==> config.mk <==
export PLATFORM = sky130hd
export DESIGN_NAME = bus_arbiter_rr_x4
export DESIGN_NICKNAME = d
export VERILOG_FILES = /design/src/rtl/bus_arbiter_rr_x4_pkg.sv /design/src/rtl/bus_arbiter_rr_x4_rr_pick4.sv /design/src/rtl/bus_arbiter_rr_x4.sv
export SDC_FILE = /design/constraint.sdc
export NUM_CORES = 1
export LEC_CHECK = 0
export ABC_AREA = 1
export BUFFER_PORTS_ARGS = -buffer_cell sky130_fd_sc_hd__buf_2
export CAP_MARGIN = 30
export CORE_MARGIN = 2
export CORE_UTILIZATION = 47
export CTS_CLUSTER_DIAMETER = 150
export DETAILED_ROUTE_END_ITERATION = 8
export HOLD_SLACK_MARGIN = 0.02
export PLACE_DENSITY = 0.79
export SLEW_MARGIN = 0
export SYNTH_ARGS = -nofsm -noshare
export SYNTH_HDL_FRONTEND = slang
export SYNTH_SLANG_ARGS = --single-unit
==> constraint.sdc <==
create_clock -name clk -period 1.9 [get_ports clk]
set_input_delay 0.57 -clock clk [delete_from_list [all_inputs] [get_ports clk]]
set_output_delay 0.57 -clock clk [all_outputs]
set_load 0.01 [all_outputs]
==> src/rtl/bus_arbiter_rr_x4_pkg.sv <==
// Shared types and the round-robin pick helper for the 4-requester bus arbiter.
package bus_arbiter_rr_x4_pkg;

    localparam int N_REQ = 4;

    typedef enum logic [1:0] {
        IDLE       = 2'd0,
        GRANT      = 2'd1,
        TURNAROUND = 2'd2
    } arb_state_t;

    // Scans circularly starting at ptr. The lowest circular offset wins,
    // so the loop runs from the farthest offset to the nearest.
    function automatic logic [N_REQ-1:0] rr_pick(input logic [N_REQ-1:0] req,
                                                 input logic [1:0]       ptr);
        logic [N_REQ-1:0] onehot;
        logic [1:0]       idx;
        onehot = '0;
        for (int k = N_REQ - 1; k >= 0; k--) begin
            idx = ptr + 2'(k);
            if (req[idx]) begin
                onehot      = '0;
                onehot[idx] = 1'b1;
            end
        end
        return onehot;
    endfunction

    function automatic logic [1:0] onehot_idx(input logic [N_REQ-1:0] onehot);
        logic [1:0] idx;
        idx = '0;
        for (int k = 0; k < N_REQ; k++) begin
            if (onehot[k]) idx = 2'(k);
        end
        return idx;
    endfunction

endpackage

==> src/rtl/bus_arbiter_rr_x4_rr_pick4.sv <==
// Combinational round-robin picker: one-hot winner among 4 requests, starting at ptr.
module rr_pick4
    import bus_arbiter_rr_x4_pkg::*;
(
    input  logic [N_REQ-1:0] req_i,
    input  logic [1:0]       ptr_i,
    output logic [N_REQ-1:0] onehot_o,
    output logic             any_o
);

    assign onehot_o = rr_pick(req_i, ptr_i);
    assign any_o    = |req_i;

endmodule

==> src/rtl/bus_arbiter_rr_x4.sv <==
// Round-robin owner of a shared operand bus: one switch enabled at a time,
// a dead turnaround cycle between owners, and an optional hold limit per owner.
module bus_arbiter_rr_x4
    import bus_arbiter_rr_x4_pkg::*;
#(
    parameter int unsigned UUID      = 0,
    parameter string       NAME      = "",
    parameter int          BIT_WIDTH = 8,
    parameter int          MAX_HOLD  = 16
) (
    input  logic                 clk,
    input  logic                 rst,
    input  logic [N_REQ-1:0]     Req,
    input  logic [BIT_WIDTH-1:0] Input1,
    input  logic [BIT_WIDTH-1:0] Input2,
    input  logic [BIT_WIDTH-1:0] Input3,
    input  logic [BIT_WIDTH-1:0] Input4,
    output logic [N_REQ-1:0]     Grant,
    output logic [N_REQ-1:0]     Enable,
    output logic [BIT_WIDTH-1:0] Output,
    output logic                 Busy
);

    localparam int HOLD_W = (MAX_HOLD > 0) ? $clog2(MAX_HOLD + 1) : 1;
    localparam logic [HOLD_W-1:0] HOLD_LAST = (MAX_HOLD > 0) ? HOLD_W'(MAX_HOLD - 1) : '0;

    arb_state_t        state_q, state_d;
    logic [N_REQ-1:0]  grant_q, grant_d;
    logic [1:0]        owner_q, owner_d;
    logic [1:0]        ptr_q, ptr_d;
    logic [HOLD_W-1:0] hold_q, hold_d;

    logic [N_REQ-1:0]  pick_onehot;
    logic              pick_any;
    logic              leave;

    rr_pick4 u_pick (
        .req_i    (Req),
        .ptr_i    (ptr_q),
        .onehot_o (pick_onehot),
        .any_o    (pick_any)
    );

    // A dropped request and an expired hold on the same edge are a single leave.
    assign leave = !Req[owner_q] || ((MAX_HOLD > 0) && (hold_q == HOLD_LAST));

    always_comb begin
        // NOTE: every next-state signal gets a default first so no path infers a latch.
        state_d = state_q;
        grant_d = grant_q;
        owner_d = owner_q;
        ptr_d   = ptr_q;
        hold_d  = hold_q;
        unique case (state_q)
            IDLE, TURNAROUND: begin
                if (pick_any) begin
                    state_d = GRANT;
                    grant_d = pick_onehot;
                    owner_d = onehot_idx(pick_onehot);
                    hold_d  = '0;
                end else begin
                    state_d = IDLE;
                    grant_d = '0;
                end
            end
            GRANT: begin
                if (leave) begin
                    state_d = TURNAROUND;
                    grant_d = '0;
                    ptr_d   = owner_q + 2'd1;
                    hold_d  = '0;
                end else if (MAX_HOLD > 0) begin
                    hold_d = hold_q + HOLD_W'(1);
                end
            end
            default: begin
                state_d = IDLE;
                grant_d = '0;
            end
        endcase
    end

    always_ff @(posedge clk or negedge rst) begin
        if (!rst) begin
            state_q <= IDLE;
            grant_q <= '0;
            owner_q <= '0;
            ptr_q   <= '0;
            hold_q  <= '0;
        end else begin
            // NOTE: non-blocking assignments keep all registers updating off the same pre-edge values.
            state_q <= state_d;
            grant_q <= grant_d;
            owner_q <= owner_d;
            ptr_q   <= ptr_d;
            hold_q  <= hold_d;
        end
    end

    assign Grant  = grant_q;
    assign Enable = grant_q;
    assign Busy   = (state_q != IDLE);

    // One switch per requester; at most one is enabled, so OR-combining is safe.
    logic [BIT_WIDTH-1:0] src  [N_REQ];
    logic [BIT_WIDTH-1:0] lane [N_REQ];

    assign src[0] = Input1;
    assign src[1] = Input2;
    assign src[2] = Input3;
    assign src[3] = Input4;

    for (genvar i = 0; i < N_REQ; i++) begin : g_switch
        assign lane[i] = Enable[i] ? src[i] : '0;
    end

    always_comb begin
        Output = '0;
        for (int k = 0; k < N_REQ; k++) begin
            Output = Output | lane[k];
        end
    end

endmodule
==> flow_summary.rst, run 1 <==
.. list-table::
   :header-rows: 1

   * - Metric
     - Value
   * - Number of distinct library cell variants in the gate-level netlist after synthesis
     - 22
   * - Register bit count reported by yosys
     - 15
   * - Antenna violations before repair
     - 0
   * - Fraction of the yosys area taken by sequential cells
     - 0.294
   * - Total global-route track usage
     - 0.203
   * - Worst Skew
     - 7.73 ps
   * - Worst Hold Slack
     - 173 ps
   * - Critical path origin
     - Enable[0]
   * - R2r startpoint
     - ptr_q[0]
   * - Vias/cell
     - 4.83
   * - Tightest Pin Transition
     - 358 ps
   * - Clock transition at path regs
     - 90 ps
   * - Layout cells sized above 1
     - 0.267
   * - Number of hold buffers added after cts
     - 0
   * - Number of failing setup endpoints in the final timing report
     - 0
   * - Worst setup SP type
     - flip-flop
   * - Critical Setup Path Class
     - reg -> out
   * - Maximum number of pins on one net before global-route repair
     - 16
   * - Initial core utilization
     - 0.505
   * - Die height
     - 56.1 um
   * - Status
     - complete, no violations
   * - Vias in the first global route
     - 1,259
   * - Worst-path fanout max
     - 11
   * - Total power after layout
     - 2360 uW
   * - Core Footprint
     - 2520 um^2
   * - Setup Total Neg Slack
     - 0 ps
   * - Number of clock sinks
     - 15
   * - Worst VDD drop
     - 1.28 mV
   * - Number of warnings issued by yosys
     - 0
   * - Number of buffers between clock root and the deepest sink
     - 2
   * - Peak clock frequency supported by timing
     - 0.572 GHz
   * - Final critical-path share of the clock period
     - 0.921
   * - R2R depth
     - 11
   * - Site row count
     - 18
   * - Final core utilization
     - 0.629
   * - Relative max-transition margin
     - 0.761
   * - Clock insertion delay at the later pin of the skew report
     - 280 ps
   * - Last weighted congestion value of the routability-driven placer
     - 0.813
   * - Avg Cell Area, Syn
     - 6.22 um^2
   * - Most common cell after layout, fill and taps aside
     - nand2_1
   * - DRC Markers
     - 0
   * - TritonRoute pass-1 iters
     - 4
   * - Setup repair after global routing missed its margin
     - false
   * - Horiz. Die Dim
     - 56.1 um
   * - Area added between synthesis and finish
     - 24.4%
   * - Final Hold Vio Count
     - 0
   * - Maximum level of the CTS H-tree
     - 1
   * - Signal arrival time at the worst endpoint
     - 1180 ps
   * - Total global routing overflow
     - 0
   * - Post-layout min period
     - 1750 ps
   * - Syn Inst Count
     - 205
   * - Total count of max-transition violations in the final report
     - 0
   * - CTS Buf Count
     - 3
   * - Type of the most critical hold path
     - in -> async
   * - Total routed wirelength
     - 3.08 mm
   * - Critical Path Slowest Stage Cell
     - dfrtp_1
   * - Critical path required time
     - 1330 ps
   * - Largest stage delay on the critical path
     - 560 ps
   * - Static Leak
     - 0.000920 uW
   * - Buffers on Ports
     - 54
   * - Wire length per cell
     - 10.7 um
   * - Buffers inserted during post-CTS setup optimization
     - 0
   * - # resized after CTS
     - 0
   * - Clock tree from TritonCTS
     - done
   * - WP depth
     - 3
   * - Commonest non-fill, non-tap cells in the layout
     - nand2_1 (86), buf_2 (54), inv_1 (26)
   * - RR Endpoint
     - owner_q[0]
   * - Number of top-level design ports
     - 55
   * - DPL Wire Length
     - 2.44 mm
   * - Buffers & Inverters on Critical Path
     - 1
   * - Synthesized cell area
     - 1270 um^2
   * - Worst reg2reg setup slack
     - 240 ps
   * - Wire length of the first global-routing pass
     - 5.28 mm
   * - DIE AREA
     - 3150 um^2
   * - Iteration-0 DRC count of the detailed router
     - 50
   * - Layout net count
     - 305
   * - Post-Synthesis Net Count
     - 251
   * - Count of maximum capacitance violations
     - 0
   * - Setup crit end
     - Output[0]
   * - Overall via count from detail_route
     - 1,392
   * - Cell family with the largest share of critical-path delay
     - flip-flops
   * - Sort of element at the end of the critical path
     - output pin
   * - Post-DRT Antenna Nets
     - 0
   * - Power per unit of standard cell area
     - 1490 nW/um^2
   * - Clk Tree Root Cell
     - clkbuf_4
   * - CP Cell Sequence
     - nand2_1 -> nand4_1 -> buf_2
   * - Antenna diode instance count
     - 0
-- synthesized netlist by cell type (all sizes together) --
cell type	number	area (um^2)
clkinv	1	3.75
nor3	2	10.0
clkbuf	4	15.0
o21ai	12	63.8
xnor2	1	8.76
nand3	16	90.1
o22ai	2	12.5
buf	4	30.0
or2	1	6.26
nand4	8	50.1
a21oi	6	30.0
nor2	9	36.3
dfrtp	15	375
ha	8	100
nand2	89	342
inv	27	101
-- sequential cells by signal (all words and copies together) (netlist names) --
register / cells
owner_q: 2
ptr_q: 2
state_q: 2
hold_q: 5
Enable: 4
-- where the power goes --
| group | total (uW) | internal, uW | switching, uW |
|---|---|---|---|
| combinational | 1610 | 606 | 999 |
| sequential | 584 | 439 | 145 |
| clock | 176 | 81.5 | 94.6 |
-- logic make-up (layout without fill, tap and decap cells) --
family          after synthesis  count (layout)  share of synthesized area
compound gates               20              20                     0.0834
xor+xnor                      1               1                    0.00687
fa+ha+maj                     8               8                     0.0785
buf+inv                      36              89                      0.118
flops                        15              15                      0.294
simple gates                125             125                      0.419
-- how the worst min path moves through the flow --
stage	end	slack, ps	cells past startpoint
floorplan	Enable[0]	270	0
global placement	hold_q[2]	490	1
detailed placement	hold_q[2]	490	1
finish	hold_q[1]	170	1
global route	hold_q[1]	190	1
CTS	hold_q[1]	180	1
-- metrics by stage --
stage / std cells / worst slack [ps] / instance area (um^2)
final: 288 / 151 / 1590
after global routing: 288 / 12.6 / 1590
after CTS: 288 / 149 / 1590
after detailed placement: 284 / 215 / 1560
after global placement: 284 / 235 / 1560
after floorplan: 205 / 247 / 1270
-- area by class of cell --
| class | instances | area, um^2 |
|---|---|---|
| multi-input cells | 154 | 749 |
| flip-flops and latches | 15 | 375 |
| well taps | 30 | 37.5 |
| inverters | 28 | 105 |
| fillers | 270 | 936 |
| clock buffers | 4 | 26.3 |
| repair buffers | 57 | 293 |
-- layer usage --
metal,vias to the layer above,share of wire,GRT usage
li1,750,-,-
met1,606,0.48,0.258
met2,34,0.45,0.341
met3,2,0.060,0.0535
met4,0,0.0052,0.0510
met5,-,0,0
Note: power is estimated with default switching activity, not from simulation.
==> inputs of run 2 (changes only) <==
Settings changed: CORE_UTILIZATION 47 to 50, PLACE_DENSITY 0.79 to 0.83.
Clock period 1.9 ns to 2.2 ns, I/O delays scaled along.
==> run 2 against run 1 <==
  * Clock skew decreased by 1.7 ps
  * Hold slack improved by 82 ps
  * Combinational power is 19% lower
  * Largest cell class unchanged
  * Sequential share of layout area is 0.32 points higher
  * Die area is 5.6% lower
  * Non-clock buffer count is 3 lower
  * Clock power decreased by 8%
  * Worst setup slack gained 170 ps
  * Clock-buffer cell count is 1 lower
  * Largest power group unchanged
==> flow_summary.rst, run 2 (synthesis gave the netlist of run 1 again) <==
.. list-table::
   :header-rows: 1

   * - Metric
     - Value
   * - Status
     - complete, no violations
   * - Type of the most critical hold path
     - in -> async
   * - Iteration-0 DRC count of the detailed router
     - 37 (-26%)
   * - Antenna violations before repair
     - 0 (unchanged)
   * - Signal arrival time at the worst endpoint
     - 2050 ps (+870 ps)
   * - Horiz. Die Dim
     - 54.5 um (-2.8%)
   * - Final Hold Vio Count
     - 0 (unchanged)
   * - Commonest non-fill, non-tap cells in the layout
     - nand2_1 (86), buf_2 (54), inv_1 (26)
   * - Total internal power
     - 938 uW (-17%)
   * - Maximum number of pins on one net before global-route repair
     - 16 (unchanged)
   * - Power per unit of standard cell area
     - 1280 nW/um^2 (-14%)
   * - Buffers on Ports
     - 54 (unchanged)
   * - Setup Total Neg Slack
     - 0 ps (unchanged)
   * - CTS Buf Count
     - 3 (unchanged)
   * - DRC Markers
     - 0 (unchanged)
   * - Tightest Pin Transition
     - 351 ps (-6.94 ps)
   * - Number of clock sinks
     - 15 (unchanged)
   * - Setup repair after global routing missed its margin
     - false
   * - Total count of max-transition violations in the final report
     - 0 (unchanged)
   * - Most used cell, CP
     - nand2_1
   * - Site row count
     - 18 (unchanged)
   * - Vias/cell
     - 4.83 (about the same)
   * - Wire length of the first global-routing pass
     - 4.18 mm (-21%)
   * - Relative max-transition margin
     - 0.766 (+0.00462)
   * - Minimum setup slack after placement
     - 370 ps (+155 ps)
   * - Total global routing overflow
     - 0 (unchanged)
   * - Worst VDD drop
     - 0.828 mV (-36%)
   * - Worst-path fanout max
     - 9 (-2)
   * - Final critical-path share of the clock period
     - 0.854
   * - Overall via count from detail_route
     - 1,377 (-1.1%)
   * - Static Leak
     - 0.000908 uW (-1.3%)
   * - Most common cell after layout, fill and taps aside
     - nand2_1
   * - Number of top-level design ports
     - 55 (unchanged)
   * - Portion of total power attributed to the clock network
     - 0.081 (+0.007)
   * - WP depth
     - 11 (+8)
   * - DIE AREA
     - 2970 um^2 (-5.6%)
   * - Switching power total
     - 1060 uW (-15%)
   * - Power share of the sequential group
     - 0.267 (+0.020)
   * - Multi-input combinational cell area
     - 749 um^2 (unchanged)
   * - Layout net count
     - 302 (-0.98%)
   * - Die height
     - 54.5 um (-2.8%)
   * - Area added between synthesis and finish
     - 22.8%
   * - CP Cell Sequence
     - inv_2 -> ha_1 -> inv_1 -> nand3_1 -> nand2_2 -> o21ai_0 -> inv_1 -> nand2_1 -> nand2_1 -> nand2_1 -> nand3_1
   * - Wire length per cell
     - 10.2 um (-4.7%)
   * - Count of maximum capacitance violations
     - 0 (unchanged)
   * - Sequential cell area
     - 375 um^2 (unchanged)
   * - Critical path required time
     - 2370 ps (+1040 ps)
   * - R2r startpoint
     - ptr_q[0]
   * - TritonRoute pass-1 iters
     - 4 (unchanged)
   * - Vias in the first global route
     - 978 (-22%)
   * - Switching share of total power
     - 0.530 (+0.00649)
   * - Sort of element at the end of the critical path
     - flip-flop
   * - Post-DRT Antenna Nets
     - 0 (unchanged)
   * - Clock insertion delay at the later pin of the skew report
     - 290 ps (about the same)
   * - Total global-route track usage
     - 0.194 (-0.00932)
   * - Total routed wirelength
     - 2.91 mm (-5.7%)
   * - Largest stage delay on the critical path
     - 520 ps (-40 ps)
   * - Number of failing setup endpoints in the final timing report
     - 0 (unchanged)
   * - Number of buffers between clock root and the deepest sink
     - 2 (unchanged)
   * - Critical Setup Path Class
     - reg -> reg
   * - Number of flip-flops under the largest register name
     - 5 (unchanged)
   * - Layout cells sized above 1
     - 0.263 (-0.00470)
   * - Number of fill cells
     - 229 (-15%)
   * - Peak clock frequency supported by timing
     - 0.532 GHz
   * - Clock transition at path regs
     - 100 ps (about the same)
   * - Clk Tree Root Cell
     - clkbuf_4
   * - Cell family with the largest share of critical-path delay
     - flip-flops
   * - Buffers inserted during post-CTS setup optimization
     - 0 (unchanged)
   * - Worst setup margin
     - 321 ps (+170 ps)
   * - Clock tree from TritonCTS
     - done
   * - Worst setup SP type
     - flip-flop
   * - Gate power share
     - 0.652 (-0.027)
   * - # resized after CTS
     - 0 (unchanged)
   * - Critical path origin
     - ptr_q[0]
   * - Antenna diode instance count
     - 0 (unchanged)
   * - R2R depth
     - 11 (unchanged)
   * - Post-layout min period
     - 1880 ps
   * - Worst Skew
     - 6.00 ps (-1.73 ps)
   * - Critical Path Slowest Stage Cell
     - dfrtp_1
   * - Last weighted congestion value of the routability-driven placer
     - 0.841 (+3.5%)
   * - Initial core utilization
     - 0.519 (+0.0139)
   * - Buffers & Inverters on Critical Path
     - 3 (+2)
   * - Maximum level of the CTS H-tree
     - 1 (unchanged)
   * - Number of hold buffers added after cts
     - 0 (unchanged)
   * - Core Footprint
     - 2450 um^2 (-2.7%)
   * - DPL Wire Length
     - 2.34 mm (-3.9%)
   * - Biggest register
     - hold_q
==> run 2: changes by cell type in the layout (fill, tap and decap cells not counted) <==
cell and delta:
buf_4 -3, clkbuf_1 -1, clkinv_2 +1
==> run 2: worst paths after layout <==
path / end / slack [ps]
max: owner_q[1] / 320
min: hold_q[3] / 250
max reg2reg: owner_q[1] / 320
min reg2reg: hold_q[2] / 560
max in group asynchronous: Enable[3] / 1700
min in group clk: hold_q[2] / 560
==> run 2: area by class of cell <==
class / count / share of cell area
sequential: 15 / 0.240
clock buffer: 3 / 0.0144
timing repair buffer: 54 / 0.173
tap: 30 / 0.0240
clock inverter: 1 / 0.00320
inverter: 28 / 0.0671
multi-input combinational: 154 / 0.479
==> run 2: per-layer routing <==
metal  routed length, um  GRT usage  share of wire
met5                   0          0              0
met2                1390      0.295           0.48
met1                1400      0.287           0.48
met3                 117     0.0410          0.040
met4                   0     0.0250              0
==> run 2: stage by stage <==
step                instance area (um^2)  total power (uW)  utilization  std cells  hold WS [ps]
floorplan                           1270              1510            -        205           364
global placement                    1540              1820        0.626        281           536
detailed placement                  1540              1830        0.626        281           547
CTS                                 1570              2000        0.638        285           263
global route                        1570              2240        0.638        285           273
finish                              1570              2000        0.638        285           255
==> run 2: power groups by stage <==
| stage | sequential (uW) | combinational, uW | clock, uW |
|---|---|---|---|
| 6_report | 534 | 1300 | 162 |
| 3_3_place_gp | 530 | 1290 | 0 |
| 3_5_place_dp | 536 | 1300 | 0 |
| 4_1_cts | 533 | 1300 | 164 |
| 5_1_grt | 553 | 1510 | 181 |
| 2_1_floorplan | 474 | 1040 | 0 |
==> inputs of run 3 (changes only) <==
==> constraint.sdc (replaced) <==
create_clock -name clk -period 2.2 [get_ports clk]
set_input_delay 0.22 -clock clk [delete_from_list [all_inputs] [get_ports clk]]
set_output_delay 0.22 -clock clk [all_outputs]
set_load 0.01 [all_outputs]
==> run 3 against run 2 <==
  * Core utilization grew 0.41 points
  * Non-clock buffer count grew 1
  * Register-to-register slack is essentially flat
  * Wire length shrank 0.48%
  * Via count grew 2.1%
  * Clock skew shrank 3.0 ps
  * First-iteration DRC count shrank 8.1%
  * Clock-buffer cell count is the same
  * Worst setup slack gained 11 ps
  * Global-route usage grew 1.7 points
  * Final area grew 0.64%
  * Sequential share of layout area shrank 0.15 points
  * Critical path type unchanged
  * Critical endpoint is now owner_q[0]
==> flow_summary.rst, run 3 (synthesis gave the netlist of run 1 again) <==
.. list-table::
   :header-rows: 1

   * - Metric
     - Value
   * - Power per unit of standard cell area
     - 1270 nW/um^2 (-0.42%)
   * - Static Leak
     - 0.000912 uW (+0.46%)
   * - Relative max-transition margin
     - 0.771 (+0.00570)
   * - Final Hold Vio Count
     - 0 (unchanged)
   * - Horiz. Die Dim
     - 54.5 um (unchanged)
   * - Post-DRT Antenna Nets
     - 0 (unchanged)
   * - Total internal power
     - 938 uW (about the same)
   * - Last weighted congestion value of the routability-driven placer
     - 0.876 (+4.1%)
   * - DIE AREA
     - 2970 um^2 (unchanged)
   * - Vias in the first global route
     - 1,083 (+11%)
   * - Setup Total Neg Slack
     - 0 ps (unchanged)
   * - Number of top-level design ports
     - 55 (unchanged)
   * - Layout cells sized above 1
     - 0.262 (-0.00103)
   * - Commonest non-fill, non-tap cells in the layout
     - nand2_1 (86), buf_2 (54), inv_1 (26)
   * - Die height
     - 54.5 um (unchanged)
   * - Total count of max-transition violations in the final report
     - 0 (unchanged)
   * - Number of clock sinks
     - 15 (unchanged)
   * - Worst reg2reg setup slack
     - 330 ps (about the same)
   * - Most common cell after layout, fill and taps aside
     - nand2_1
   * - Core Footprint
     - 2450 um^2 (unchanged)
   * - RR Endpoint
     - owner_q[0]
   * - Critical Path Slowest Stage Cell
     - dfrtp_1
   * - Critical Setup Path Class
     - reg -> reg
   * - Tightest Pin Transition
     - 343 ps (-8.55 ps)
   * - Number of flip-flops under the largest register name
     - 5 (unchanged)
   * - Switching share of total power
     - 0.531 (+0.00102)
   * - Worst setup SP type
     - flip-flop
   * - Clock tree from TritonCTS
     - done
   * - Total global-route track usage
     - 0.211 (+0.0172)
   * - Worst-path fanout max
     - 8 (-1)
   * - Wire length of the first global-routing pass
     - 4.56 mm (+9.1%)
   * - Number of buffers between clock root and the deepest sink
     - 2 (unchanged)
   * - Setup crit end
     - owner_q[0]
   * - Initial core utilization
     - 0.519 (unchanged)
   * - Worst VDD drop
     - 0.935 mV (+13%)
   * - Total routed wirelength
     - 2.89 mm (-0.48%)
   * - CP Cell Sequence
     - inv_1 -> ha_1 -> inv_1 -> nand3_1 -> nand2_2 -> o21ai_0 -> inv_1 -> nand2_1 -> nand2_1 -> a21oi_1 -> nand2_1
   * - Layout net count
     - 303 (+0.33%)
   * - Gate power share
     - 0.655 (+0.003)
   * - Area added between synthesis and finish
     - 23.6%
   * - Cell family with the largest share of critical-path delay
     - flip-flops
   * - Critical path required time
     - 2380 ps (about the same)
   * - Largest stage delay on the critical path
     - 490 ps (-30 ps)
   * - Buffers on Ports
     - 54 (unchanged)
   * - Number of failing setup endpoints in the final timing report
     - 0 (unchanged)
   * - Overall via count from detail_route
     - 1,406 (+2.1%)
   * - Setup repair after global routing missed its margin
     - false
   * - Type of the most critical hold path
     - in -> reg
   * - Total global routing overflow
     - 0 (unchanged)
   * - Portion of total power attributed to the clock network
     - 0.081 (about the same)
   * - Maximum level of the CTS H-tree
     - 1 (unchanged)
   * - Post-layout min period
     - 1870 ps (-10.9 ps)
   * - Final critical-path share of the clock period
     - 0.849 (-0.00494)
   * - Worst setup margin
     - 332 ps (+10.9 ps)
   * - Wire length per cell
     - 10.1 um (-0.83%)
   * - Status
     - complete, no violations
   * - Biggest register
     - hold_q
   * - DPL Wire Length
     - 2.34 mm (about the same)
   * - Peak clock frequency supported by timing
     - 0.535 GHz (+0.58%)
   * - Minimum setup slack after placement
     - 368 ps (-2.13 ps)
   * - Antenna diode instance count
     - 0 (unchanged)
   * - R2r startpoint
     - ptr_q[1]
   * - DRC Markers
     - 0 (unchanged)
   * - Iteration-0 DRC count of the detailed router
     - 34 (-8.1%)
   * - Antenna violations before repair
     - 0 (unchanged)
   * - Clock insertion delay at the later pin of the skew report
     - 290 ps (about the same)
   * - WP depth
     - 11 (unchanged)
   * - Worst Skew
     - 3.00 ps (-3.00 ps)
   * - Clock transition at path regs
     - 90 ps (about the same)
   * - Buffers & Inverters on Critical Path
     - 3 (unchanged)
   * - Clk Tree Root Cell
     - clkbuf_4
   * - Critical path origin
     - ptr_q[1]
   * - Vias/cell
     - 4.92 (+1.7%)
   * - CTS Buf Count
     - 3 (unchanged)
   * - Signal arrival time at the worst endpoint
     - 2050 ps (about the same)
   * - Site row count
     - 18 (unchanged)
   * - R2R depth
     - 11 (unchanged)
   * - Sort of element at the end of the critical path
     - flip-flop
   * - Switching power total
     - 1060 uW (+0.41%)
   * - TritonRoute pass-1 iters
     - 4 (unchanged)
   * - Maximum number of pins on one net before global-route repair
     - 16 (unchanged)
   * - Buffers inserted during post-CTS setup optimization
     - 0 (unchanged)
   * - Count of maximum capacitance violations
     - 0 (unchanged)
   * - Power share of the sequential group
     - 0.264 (-0.003)
-- run 3: changes by cell type in the layout (fill, tap and decap cells not counted), sizes merged --
| cell | delta |
|---|---|
| dlygate4sd3 | +1 |
-- run 3: how the worst min path moves through the flow --
stage | startpoint | endpoint | slack, ps | depth (start not counted)
finish | Req[0] | state_q[0] | 280 | 3
global route | Req[0] | state_q[0] | 290 | 3
CTS | Req[0] | state_q[0] | 270 | 3
detailed placement | rst | hold_q[3] | 140 | 1
global placement | rst | hold_q[2] | 130 | 1
floorplan | rst | Enable[0] | -80 | 0
-- run 3: through the flow --
step | hold slack (ps) | instance area (um^2) | cells | utilization | power [uW]
2_1_floorplan | -75.6 | 1270 | 205 | - | 1510
3_3_place_gp | 132 | 1540 | 281 | 0.626 | 1820
3_5_place_dp | 139 | 1540 | 281 | 0.626 | 1830
4_1_cts | 271 | 1580 | 286 | 0.642 | 2000
5_1_grt | 291 | 1580 | 286 | 0.642 | 2270
6_report | 276 | 1580 | 286 | 0.642 | 2000
-- run 3: layout make-up --
class	instances	area, um^2
multi-input cells	154	749
fillers	230	880
clock buffers	3	22.5
flip-flops and latches	15	375
repair buffers	55	280
inverters	28	105
well taps	30	37.5
clock inverters	1	5.00
-- run 3: power by group through the flow --
stage,sequential [uW],combinational [uW],clock [uW]
after detailed placement,531,1300,0
after global placement,530,1290,0
after floorplan,474,1040,0
final,528,1310,162
after global routing,550,1540,184
after CTS,526,1300,169
-- run 3: worst reg2reg max path, delay by kind of cell, from the launching register on --
| family | cells | cell delay [ps] |
|---|---|---|
| AND/OR/NAND/NOR | 5 | 370 |
| AO/OA/AOI/OAI | 2 | 280 |
| buffers and inverters | 3 | 280 |
| flip-flops | 1 | 490 |
| adder cells (fa/ha/maj) | 1 | 340 |
-- run 3: what timing repair did --
item	CTS	global route
hold buffers	1	0
resized for setup	0	0
hold endpoints to repair	15	0
-- run 3: layer usage --
layer,vias up,track usage,share of wire
li1,746,-,-
met1,622,0.305,0.48
met2,35,0.323,0.46
met3,3,0.0328,0.044
met4,0,0.0625,0.0069
met5,-,0,0
